<file path="src/rtl/rec_ctrl.sv">
// Bit clock recovery sequencer: acquires the minimum edge interval, tracks it in LOCK,
// and drives the recovered-clock NCO limit, resync and phase-flip controls.
module rec_ctrl #(
  parameter int W            = 16,
  parameter int INIT_PERIOD  = 801,
  parameter int MIN_INTERVAL = 4,
  parameter int ACQ_EDGES    = 16,
  parameter int STABLE_EDGES = 15,
  parameter int LOSS_TIMEOUT = 60000
) (
  input  logic         clk_300M,
  input  logic         rst,
  input  logic         enable,
  input  logic         edge_valid,
  input  logic [W-1:0] edge_interval,
  input  logic         type_req,
  input  logic         rev_req,
  output logic [W-1:0] period,
  output logic [W-1:0] nco_limit,
  output logic         div_sel,
  output logic         locked,
  output logic         nco_resync,
  output logic         phase_flip,
  output logic [1:0]   state_dbg
);

  localparam int CW = $clog2(LOSS_TIMEOUT + 1);
  localparam int AW = $clog2(ACQ_EDGES + 1);
  localparam int SW = $clog2(STABLE_EDGES + 1);

  localparam logic [1:0] S_IDLE = 2'd0;
  localparam logic [1:0] S_ACQ  = 2'd1;
  localparam logic [1:0] S_LOCK = 2'd2;
  localparam logic [1:0] S_HOLD = 2'd3;

  localparam logic [W-1:0]  INIT_P   = W'(INIT_PERIOD);
  localparam logic [W-1:0]  MIN_I    = W'(MIN_INTERVAL);
  localparam logic [W-1:0]  ALL_ONES = {W{1'b1}};
  localparam logic [CW-1:0] TMO      = CW'(LOSS_TIMEOUT);
  localparam logic [AW-1:0] ACQ_N    = AW'(ACQ_EDGES);
  localparam logic [SW-1:0] STB_N    = SW'(STABLE_EDGES);

  logic [1:0]    state_q, state_d;
  logic [W-1:0]  period_q, period_d;
  logic [W-1:0]  limit_q, limit_d;
  logic [W-1:0]  min_q, min_d;
  logic [AW-1:0] acq_q, acq_d;
  logic [SW-1:0] stable_q, stable_d;
  logic [CW-1:0] idle_q, idle_d;
  logic          div_sel_q, div_sel_d;
  logic          locked_q, resync_q, resync_d, flip_q;

  logic          valid_s, timeout_s;
  logic [W-1:0]  min_new_s, limit_src_s;
  logic [AW-1:0] acq_inc_s;
  logic [SW-1:0] stable_inc_s;

  always_comb begin
    valid_s      = edge_valid && (edge_interval >= MIN_I);
    timeout_s    = (idle_q == TMO);
    min_new_s    = (edge_interval < min_q) ? edge_interval : min_q;
    acq_inc_s    = acq_q + AW'(1);
    stable_inc_s = stable_q + SW'(1);
    state_d      = state_q;
    period_d     = period_q;
    min_d        = min_q;
    acq_d        = acq_q;
    stable_d     = stable_q;
    resync_d     = 1'b0;
    if (!enable) begin
      state_d = S_IDLE;
    end else begin
      case (state_q)
        S_IDLE: begin
          state_d = S_ACQ;
          min_d   = ALL_ONES;
          acq_d   = '0;
        end
        S_ACQ: begin
          if (valid_s) begin
            min_d = min_new_s;
            acq_d = acq_inc_s;
            // The edge completing the acquisition is already folded into min_new_s.
            if (acq_inc_s == ACQ_N) begin
              state_d  = S_LOCK;
              period_d = min_new_s;
              stable_d = '0;
            end else begin
              state_d = S_ACQ;
            end
          end else if (timeout_s) begin
            min_d = ALL_ONES;
            acq_d = '0;
          end else begin
            state_d = S_ACQ;
          end
        end
        S_LOCK: begin
          if (valid_s) begin
            resync_d = 1'b1;
            if (edge_interval < period_q) begin
              period_d = edge_interval;
              stable_d = '0;
            end else if (stable_inc_s == STB_N) begin
              period_d = (period_q == ALL_ONES) ? period_q : period_q + W'(1);
              stable_d = '0;
            end else begin
              stable_d = stable_inc_s;
            end
          end else if (timeout_s) begin
            state_d = S_HOLD;
          end else begin
            state_d = S_LOCK;
          end
        end
        S_HOLD: begin
          if (valid_s) begin
            state_d = S_ACQ;
            min_d   = ALL_ONES;
            acq_d   = '0;
          end else begin
            state_d = S_HOLD;
          end
        end
        default: begin
          state_d = S_IDLE;
        end
      endcase
    end

    if (valid_s || (state_d != state_q)) begin
      idle_d = '0;
    end else if (idle_q != TMO) begin
      idle_d = idle_q + CW'(1);
    end else begin
      idle_d = idle_q;
    end

    div_sel_d   = div_sel_q ^ type_req;
    limit_src_s = div_sel_q ? period_q : (period_q >> 1);
    limit_d     = (limit_src_s == '0) ? W'(1) : limit_src_s;
  end

  always_ff @(posedge clk_300M) begin
    if (rst) begin
      state_q   <= S_IDLE;
      period_q  <= INIT_P;
      limit_q   <= INIT_P >> 1;
      min_q     <= ALL_ONES;
      acq_q     <= '0;
      stable_q  <= '0;
      idle_q    <= '0;
      div_sel_q <= 1'b0;
      locked_q  <= 1'b0;
      resync_q  <= 1'b0;
      flip_q    <= 1'b0;
    end else begin
      state_q   <= state_d;
      period_q  <= period_d;
      limit_q   <= limit_d;
      min_q     <= min_d;
      acq_q     <= acq_d;
      stable_q  <= stable_d;
      idle_q    <= idle_d;
      div_sel_q <= div_sel_d;
      locked_q  <= (state_d == S_LOCK);
      resync_q  <= resync_d;
      flip_q    <= rev_req;
    end
  end

  assign period     = period_q;
  assign nco_limit  = limit_q;
  assign div_sel    = div_sel_q;
  assign locked     = locked_q;
  assign nco_resync = resync_q;
  assign phase_flip = flip_q;
  assign state_dbg  = state_q;

endmodule
</file>
<file path="config.mk">
export PLATFORM = sky130hd
export DESIGN_NAME = rec_ctrl
export DESIGN_NICKNAME = d
export VERILOG_FILES = /design/src/rtl/rec_ctrl.sv
export SDC_FILE = /design/constraint.sdc
export NUM_CORES = 1
export LEC_CHECK = 0
export CAP_MARGIN = 40
export CORE_MARGIN = 2
export CORE_UTILIZATION = 50
export DETAILED_ROUTE_END_ITERATION = 12
export PLACE_DENSITY = 0.83
export SKIP_CTS_REPAIR_TIMING = 1
export SKIP_LAST_GASP = 1
export SYNTH_ARGS = -nofsm -noshare
export SYNTH_HDL_FRONTEND = slang
export SYNTH_SLANG_ARGS = --single-unit
</file>
<file path="constraint.sdc">
create_clock -name clk_300M -period 3.7 [get_ports clk_300M]
set_clock_uncertainty 0.1 [all_clocks]
set_input_delay 0.555 -clock clk_300M [delete_from_list [all_inputs] [get_ports clk_300M]]
set_output_delay 0.555 -clock clk_300M [all_outputs]
set_load 0.005 [all_outputs]
</file>
Word level (Yosys, flattened, before mapping)
Cells that the tools add are included.

storage, ports and cells
  flip-flop bits (word level) = 79
  bits of input ports = 22
  output and inout port bits = 38

cells by class
  add/subtract/negate cells = 4
  order comparisons = 3
  equal/unequal tests = 17
  multiplexer cells = 33
  bitwise logic cells = 3
  reduce and logical (&&, ||, !) cells = 12

operator list
  operator               number
  $mux 16                11
  $pmux 16 s3            1
  $add 16x1->16 const B  2
  $eq 16x16->1 const B   2
  $lt 16x16->1           2
  $pmux 16 s2            1
  $mux 4                 5
  $ge 16x3->1 const B    1
  $logic_not 16->1       1
  $ne 16x16->1 const B   1
  $mux 5                 3
  $pmux 5 s3             1
  $mux 2                 6
  $mux 9                 1
  $ne 3x3->1 const B     3
  $ne 2x2->1 const B     4
  $pmux 2 s4             1
  $pmux 4 s2             1
  $reduce_and 7->1       1
  $eq 2x2->1 const B     3
  $add 5x1->5 const B    1
  $eq 5x5->1 const B     1
  $reduce_and 5->1       1
  $add 4x1->4 const B    1
  other kinds (14)       17

Depth between registers and ports, before layout
Gate-level depths: netlist of the first run.

  word-level depth = 9
  depth in mapped cells = 11

Least setup slack after synthesis of the first run
Ideal clock, no wire load.

  kind = register -> register
  start point = reg period_q[13] (netlist: period[13])
  end point = reg period_q[10] (netlist: period[10])
  library setup time = 0.095 ns
  arrival time = 2.586 ns
  required time = 3.505 ns
  slack = 0.919 ns
  cell stages (with the launch flop) = 12
  path buffers = 2
  period minus slack after synthesis = 2.781 ns
  cell sequence = dfxtp_1 > clkbuf_1 > inv_1 > ha_1 > a211oi_1 > nor2_1 > a311oi_1 > and2_1 > a32o_1 > buf_2 > a211oi_1 > a221oi_1

between the ends
  cells in the longest elaborated chain, start to end = 4
  elaborated cells on any way between the ends = 8
  those cells by class = order compare: 1; eq/ne: 3; mux: 3; reduce/logical: 1

RTL lines
  what                    RTL line  RTL
  from (decl)             44        logic [W-1:0] period_q, period_d;
  from (signal assigned)  159       period_q <= period_d;
  $lt 16x16->1            101       if (edge_interval < period_q) begin
  $mux 16                 101
  $mux 16                 99        if (valid_s) begin
  $pmux 16 s2             73        case (state_q)

Several ways; a longest one is shown, not always the timed one. The select of a mux whose other input is x is not followed.
A chain may end at the register's enable or synchronous reset.

Final worst setup path of the first run
  start point = in edge_interval[11]
  end point = reg period_q[2] (netlist: period[2])

between the ends
  cells in the longest elaborated chain, start to end = 5
  elaborated cells on any way between the ends = 15
  those cells by class = order compare: 3; eq/ne: 4; mux: 6; reduce/logical: 2

RTL lines
  what          RTL line  RTL
  from (decl)   15        input logic [W-1:0] edge_interval,
  $lt 16x16->1  61        min_new_s = (edge_interval < min_q) ? edge_interval : min_q;
  $mux 16       61
  $mux 16       84        if (acq_inc_s == ACQ_N) begin
  $mux 16       80        if (valid_s) begin
  $pmux 16 s2   73

Several ways; a longest one is shown, not always the timed one. The select of a mux whose other input is x is not followed.

==> results of run 1 <==
==> metrics by stage <==
stage	cell area, µm²	worst slack (ns)	instances	total power [mW]	util (%)
5_1_grt	5400	0.120	682	1.81	61.7
4_1_cts	5400	0.433	682	1.75	61.7
2_1_floorplan	4540	0.919	514	0.988	-
3_3_place_gp	5170	0.138	665	1.05	59.0
6_report	5400	0.314	682	1.74	61.7
3_5_place_dp	5190	0.0802	667	1.06	59.3
==> kinds of logic (layout without fill, tap and decap cells) <==
kind of cell             Yosys count  in the layout  synth area share [%]
flip-flops                        79             79                  34.9
XOR/XNOR                          33             33                  6.37
AO/OA/AOI/OAI                    126            126                  21.4
buffers and inverters             69            129                  7.15
adder cells (fa/ha/maj)           36             36                  9.93
AND/OR/NAND/NOR                  159            159                  17.7
multiplexers                      12             12                  2.65
==> final cells by class <==
type | count | area, µm²
clock buffer | 9 | 124
sequential | 79 | 1580
timing repair buffer | 71 | 686
multi-input combinational | 366 | 2630
fill | 740 | 3360
clock inverter | 6 | 86.3
tap | 108 | 135
inverter | 43 | 161
==> metal layers <==
layer	wire length [µm]	up-vias	GRT usage [%]
li1	-	1987	-
met5	0	-	0
met1	5170	1902	33.6
met2	5170	209	36.6
met3	994	32	5.48
met4	255	0	8.64
==> where the power goes <==
| group | leakage, nW | switching (mW) | internal (mW) |
|---|---|---|---|
| logic | 1.33 | 0.0940 | 0.0823 |
| registers | 0.640 | 0.0103 | 0.861 |
| clock network | 0.105 | 0.321 | 0.375 |
==> path summary, 6_finish.rpt <==
check	slack, ns	cells past startpoint	endpoint
worst max-delay path	0.31	9	period[2]
worst min-delay path	0.38	2	acq_q[1]
worst max register to register	0.54	9	period[2]
worst min register to register	0.38	2	acq_q[1]
==> cell usage after synthesis, types with 6 or more instances <==
cell / n / area [µm²]
sky130_fd_sc_hd__dfxtp_1: 79 / 1580
sky130_fd_sc_hd__nor2_1: 46 / 173
sky130_fd_sc_hd__inv_1: 39 / 146
sky130_fd_sc_hd__nand2_1: 37 / 139
sky130_fd_sc_hd__ha_1: 36 / 450
sky130_fd_sc_hd__a21oi_1: 27 / 135
sky130_fd_sc_hd__xnor2_1: 20 / 175
sky130_fd_sc_hd__a211oi_1: 17 / 128
sky130_fd_sc_hd__nand3_1: 16 / 80.1
sky130_fd_sc_hd__o22a_1: 16 / 140
sky130_fd_sc_hd__clkbuf_1: 13 / 48.8
sky130_fd_sc_hd__xor2_1: 13 / 114
sky130_fd_sc_hd__mux2i_1: 12 / 120
sky130_fd_sc_hd__nor3_1: 8 / 40.0
sky130_fd_sc_hd__nor4_1: 8 / 50.1
sky130_fd_sc_hd__a22oi_1: 7 / 52.6
sky130_fd_sc_hd__and3_1: 7 / 43.8
sky130_fd_sc_hd__a222oi_1: 6 / 60.1
sky130_fd_sc_hd__buf_2: 6 / 30.0
sky130_fd_sc_hd__o21ai_0: 6 / 30.0
==> registers in the layout, summed over array words and instances (netlist names) <==
name / flops
state_dbg: 2
stable_q: 4
acq_q: 5
period: 16
locked: 1
nco_resync: 1
nco_limit: 16
idle_q: 16
phase_flip: 1
min_q: 16
div_sel: 1
==> worst max-delay path: stages <==
cell	delay [ns]
sky130_fd_sc_hd__clkdlybuf4s50_1	0.57
sky130_fd_sc_hd__ha_1	0.39
sky130_fd_sc_hd__and4_1	0.22
sky130_fd_sc_hd__nand2_1	0.08
sky130_fd_sc_hd__a2111oi_0	0.30
sky130_fd_sc_hd__o21ai_1	0.21
sky130_fd_sc_hd__a32o_1	0.47
sky130_fd_sc_hd__a222oi_1	0.54
sky130_fd_sc_hd__a211oi_1	0.14
==> qor.tcl, run 1 <==
set qor(min-delay-path-class) {flip-flop to flip-flop}
set qor(first_pass_grt_wire_length_um) 19100
set qor(relSlewSlack_pct) 47.3
set qor(cp.required_ns) 3.80
set qor(syn-cell-area_um2) 4540
set qor(final.hold.worst_slack_ns) 0.382
set qor(final.setup.tns_ns) 0
set qor(cap_violations) 0
set qor(max-clock-path-buffers) 2
set qor(synthCells) 514
set qor(routed_wl_per_cell_um) 17.0
set qor(clock_sinks) 79
set qor(achievable-frequency_ghz) 0.295
set qor(final_layout_size_suffix_gt1_share_pct) 6.97
set qor(num_antenna_cells) 0
set qor(final-hold-violation-count) 0
set qor(worstSetupStartpoint) {edge_interval[11]}
set qor(clk_root_buf) {sky130_fd_sc_hd__clkbuf_8}
set qor(result_of_the_run) {complete, no violations}
set qor(async_flop_share_pct) 0
set qor(die_h_um) 99.2
set qor(design.portCount) 60
set qor(grt_usage_pct) 24.1
set qor(synth_edf_count) 0
set qor(synth_top_flop_cell) {sky130_fd_sc_hd__dfxtp_1}
set qor(vias_per_cell) 6.06
set qor(core.rowCount) 34
set qor(synth.yosys.seq_area_share_pct) 34.9
set qor(drt_iter0_markers) 493
set qor(critPathKind) {input pin to flip-flop}
set qor(regToRegStartpoint) {period[11]}
set qor(numPortBuffers) 59
set qor(cts_made_buffers) 9
set qor(cts_tree) {built}
set qor(layout_commonest_cell) {sky130_fd_sc_hd__dfxtp_1}
set qor(ys_warn_count) 0
set qor(share_of_the_clock_period_used_by_the_worst_path_after_layout_pct) 91.5
set qor(synth.lib_cells_used.distinct) 66
set qor(worstSkewPairLatency_ns) 0.36
set qor(final_max_slew_viol_count) 0
set qor(dp_hpwl_um) 8530
set qor(drt_pass1_iterations) 7
set qor(route.vias.total) 4130
set qor(initial_core_util_pct) 51.8
set qor(core_um2) 8760
set qor(timing.critical_path.arrival_ns) 3.49
set qor(dieWidth_um) 99.2
set qor(die-area_um2) 9850
set qor(number_of_global_route_vias_before_repair) 3918
set qor(finalWeightedCongestion) 1.01
set qor(drt-total-wl_um) 11600
set qor(synth-seq-cells) 79
set qor(power.static_leakage_nw) 2.07
set qor(setup.worst_path.start_class) {input pin}
set qor(period_needed_ns) 3.39
set qor(grt_start_max_net_pins) 27
set qor(vdd.ir_drop.worst_v) 0.000192
set qor(synthesis.area_per_instance_um2) 8.82
set qor(hold_start) {acq_q[1]}
set qor(grt_setup_unrepaired) {no}
set qor(cts.reportedPaths.clkPinSlew_ns) 0.07
set qor(critical_path_endpoint_category) {flip-flop}
set qor(worst-path-max-fanout) 16
set qor(setup_violations) 0
set qor(postSynthNetCount) 572
set qor(overflow_left_after_global_routing) 0
set qor(power.density_nw_per_um2) 323
set qor(area.growth.synth_to_final_pct) 19.1
set qor(layout_common_cells) {sky130_fd_sc_hd__dfxtp_1, sky130_fd_sc_hd__clkdlybuf4s50_1, sky130_fd_sc_hd__nor2_1}
set qor(drc) 0
set qor(tightestPinTransition_ns) 0.787
set qor(clock_tree.htree_level_count) 3
set qor(number_of_antenna_violations_at_the_first_check_in_global_routing) 0
set qor(ant_nets) 0
set qor(finalNetCount) 628
Power figures use the tool's default switching activity.
==> run 2: changes to the inputs <==
--- a/config.mk
+++ b/config.mk
@@ -6,10 +6,13 @@
 export NUM_CORES = 1
 export LEC_CHECK = 0
 export CAP_MARGIN = 40
+export CELL_PAD_IN_SITES_DETAIL_PLACEMENT = 0
+export CELL_PAD_IN_SITES_GLOBAL_PLACEMENT = 1
 export CORE_MARGIN = 2
-export CORE_UTILIZATION = 50
+export CORE_UTILIZATION = 42
+export CTS_CLUSTER_DIAMETER = 60
 export DETAILED_ROUTE_END_ITERATION = 12
-export PLACE_DENSITY = 0.83
+export PLACE_DENSITY = 0.9
 export SKIP_CTS_REPAIR_TIMING = 1
 export SKIP_LAST_GASP = 1
 export SYNTH_ARGS = -nofsm -noshare
==> run 2 against run 1 <==
Fmax rose by 1.0%. Die area grew 18%. First-iteration DRC count fell by 13%. Total power up 0.14%. Clock-buffer cell count did not move. Worst setup slack improved by 0.034 ns. Wire length grew 3.1%. Sequential cell count is the same. Register-to-register slack got worse by 0.03 ns. Critical path depth increased by 1. Via count shrank 0.46%.
==> qor.tcl, run 2 (same netlist as run 1, synthesis figures left out) <==
set qor(relSlewSlack_pct) 54.4 ;# +7.1 points
set qor(cts_made_buffers) 9 ;# unchanged
set qor(routed_wl_per_cell_um) 16.7 ;# -1.7%
set qor(power.switching_fraction_pct) 24.5 ;# +0.056 points
set qor(dp_hpwl_um) 8830 ;# +3.4%
set qor(n_fill_cell) 971 ;# +31%
set qor(hold_start) {acq_q[1]}
set qor(tightestPinTransition_ns) 0.684 ;# -0.103 ns
set qor(ant_nets) 0 ;# unchanged
set qor(achievable-frequency_ghz) 0.298 ;# +1.0%
set qor(max-clock-path-buffers) 2 ;# unchanged
set qor(reg2regPathDepth) 10 ;# +1
set qor(power.static_leakage_nw) 2.09 ;# +1.1%
set qor(p_clk_share_pct) 40.0 ;# about the same
set qor(dieWidth_um) 108 ;# +8.7%
set qor(die-area_um2) 11600 ;# +18%
set qor(regToRegStartpoint) {period[13]}
set qor(final.setup.worst_slack_ns) 0.348 ;# +0.0337 ns
set qor(power.density_nw_per_um2) 319 ;# -1.1%
set qor(timing.reg2reg.setup_slack_ns) 0.51 ;# -0.03 ns
set qor(place.detailed.instances) 700 ;# +4.9%
set qor(setup.worst_path.start_class) {input pin}
set qor(finalNetCount) 633 ;# +0.80%
set qor(cts.reportedPaths.clkPinSlew_ns) 0.08 ;# about the same
set qor(vdd.ir_drop.worst_v) 0.000158 ;# -18%
set qor(drt-total-wl_um) 11900 ;# +3.1%
set qor(drt_iter0_markers) 430 ;# -13%
set qor(final.setup.tns_ns) 0 ;# unchanged
set qor(layout_commonest_cell) {sky130_fd_sc_hd__dfxtp_1}
set qor(seq_power_share_pct) 49.8 ;# -0.2 points
set qor(critPathKind) {input pin to flip-flop}
set qor(route.vias.total) 4111 ;# -0.46%
set qor(number_of_global_route_vias_before_repair) 3863 ;# -1.4%
set qor(area.growth.synth_to_final_pct) 20.6
set qor(min-delay-path-class) {flip-flop to flip-flop}
set qor(finalNonFillerCells) 715 ;# +4.8%
set qor(grt.met2_usage_pct) 32.7 ;# -3.9 points
set qor(worst_r2r_endpoint) {period[0]}
set qor(share_of_the_clock_period_used_by_the_worst_path_after_layout_pct) 90.6 ;# -0.91 points
set qor(netSwitchingPower_mw) 0.427 ;# +0.37%
set qor(die_h_um) 108 ;# +8.7%
set qor(core_um2) 10400 ;# +19%
set qor(groute.layer.met1.usage_pct) 30.2 ;# -3.3 points
set qor(period_needed_ns) 3.35 ;# -0.0337 ns
set qor(timing.critical_path.arrival_ns) 3.50 ;# about the same
set qor(grt_start_max_net_pins) 32 ;# +19%
set qor(clock_tree.htree_level_count) 3 ;# unchanged
set qor(finalCoreUtilization_pct) 52.5 ;# -9.2 points
set qor(drc) 0 ;# unchanged
set qor(dpl_worst_slack_ns) 0.0639 ;# -0.0163 ns
set qor(worst-path-max-fanout) 16 ;# unchanged
set qor(vias_per_cell) 5.75 ;# -5.1%
set qor(numPortBuffers) 59 ;# unchanged
set qor(setup_violations) 0 ;# unchanged
set qor(grt_usage_pct) 21.3 ;# -2.8 points
set qor(grt_setup_unrepaired) {no}
set qor(cp.required_ns) 3.85 ;# +0.05 ns
set qor(final-hold-violation-count) 0 ;# unchanged
set qor(clk_root_buf) {sky130_fd_sc_hd__clkbuf_8}
set qor(finalWeightedCongestion) 0.924 ;# -8.7%
set qor(worstSkewPairLatency_ns) 0.36 ;# about the same
set qor(design.portCount) 60 ;# unchanged
set qor(clock_sinks) 79 ;# unchanged
set qor(critical_path_endpoint_category) {flip-flop}
set qor(internal_power_mw) 1.32 ;# about the same
set qor(grtUsageMet3_pct) 3.03 ;# -2.5 points
set qor(num_antenna_cells) 0 ;# unchanged
set qor(number_of_antenna_violations_at_the_first_check_in_global_routing) 0 ;# unchanged
set qor(first_pass_grt_wire_length_um) 19400 ;# +1.4%
set qor(min_delay_endpoint) {acq_q[1]}
set qor(layout_common_cells) {sky130_fd_sc_hd__dfxtp_1, sky130_fd_sc_hd__clkdlybuf4s50_1, sky130_fd_sc_hd__nor2_1}
set qor(drt_pass1_iterations) 9 ;# +2
set qor(result_of_the_run) {complete, no violations}
set qor(worstSetupStartpoint) {edge_interval[13]}
set qor(cap_violations) 0 ;# unchanged
set qor(overflow_left_after_global_routing) 0 ;# unchanged
set qor(final_max_slew_viol_count) 0 ;# unchanged
set qor(share_comb_of_total_power_pct) 10.2 ;# about the same
set qor(cts_tree) {built}
set qor(final_layout_size_suffix_gt1_share_pct) 7.77 ;# +0.80 points
set qor(global_route.peak_usage_layer) {met2}
set qor(initial_core_util_pct) 43.5 ;# -8.2 points
set qor(hold_depth) 2 ;# unchanged
set qor(core.rowCount) 37 ;# +8.8%
## run 2: changes by cell type in the layout (fill, tap and decap cells not counted)
cell                    change
sky130_fd_sc_hd__buf_4      +6
sky130_fd_sc_hd__buf_8      -1
## run 2: area by class of cell
type / instances / area, µm² / area share (%)
inverter: 43 / 161 / 2.95
sequential: 79 / 1580 / 28.9
multi-input combinational: 366 / 2630 / 48.1
tap: 136 / 170 / 3.11
timing repair buffer: 76 / 716 / 13.1
clock buffer: 9 / 124 / 2.26
clock inverter: 6 / 86.3 / 1.58
## run 2: how the worst max path moves through the flow
stage	endpoint	cells past startpoint	slack, ns
2_1_floorplan	period[10]	11	0.92
3_3_place_gp	period[0]	9	0.14
3_5_place_dp	period[0]	10	0.06
4_1_cts	period[0]	10	0.42
5_1_grt	period[0]	10	0.25
6_report	period[0]	10	0.35
## run 2: worst max-delay path: stages
cell and delay [ns]:
sky130_fd_sc_hd__clkdlybuf4s50_1 0.52, sky130_fd_sc_hd__ha_1 0.37, sky130_fd_sc_hd__a211oi_1 0.23, sky130_fd_sc_hd__nor2_1 0.08
sky130_fd_sc_hd__a311oi_1 0.31, sky130_fd_sc_hd__buf_4 0.20, sky130_fd_sc_hd__and2_1 0.13, sky130_fd_sc_hd__a32o_1 0.57
sky130_fd_sc_hd__a211oi_1 0.18, sky130_fd_sc_hd__a221o_1 0.35
## run 2: stage by stage
step	hold WS, ns	area, µm²	power (mW)
after floorplan	0.349	4540	0.988
after global placement	0.359	5250	1.06
after detailed placement	0.375	5260	1.07
after CTS	0.387	5470	1.76
after global routing	0.410	5470	1.82
final	0.383	5470	1.75
## run 2: layer usage
metal  share of wire (%)  wire length [µm]
met5                   0                 0
met4                 1.5               179
met3                 7.5               890
met2                  45              5400
met1                  46              5470
## run 2: power groups by stage
stage	registers, mW	logic, mW	clock network (mW)
after global routing	0.871	0.195	0.751
after detailed placement	0.890	0.175	0
final	0.870	0.178	0.698
after global placement	0.889	0.170	0
after CTS	0.870	0.177	0.714
after floorplan	0.889	0.0990	0
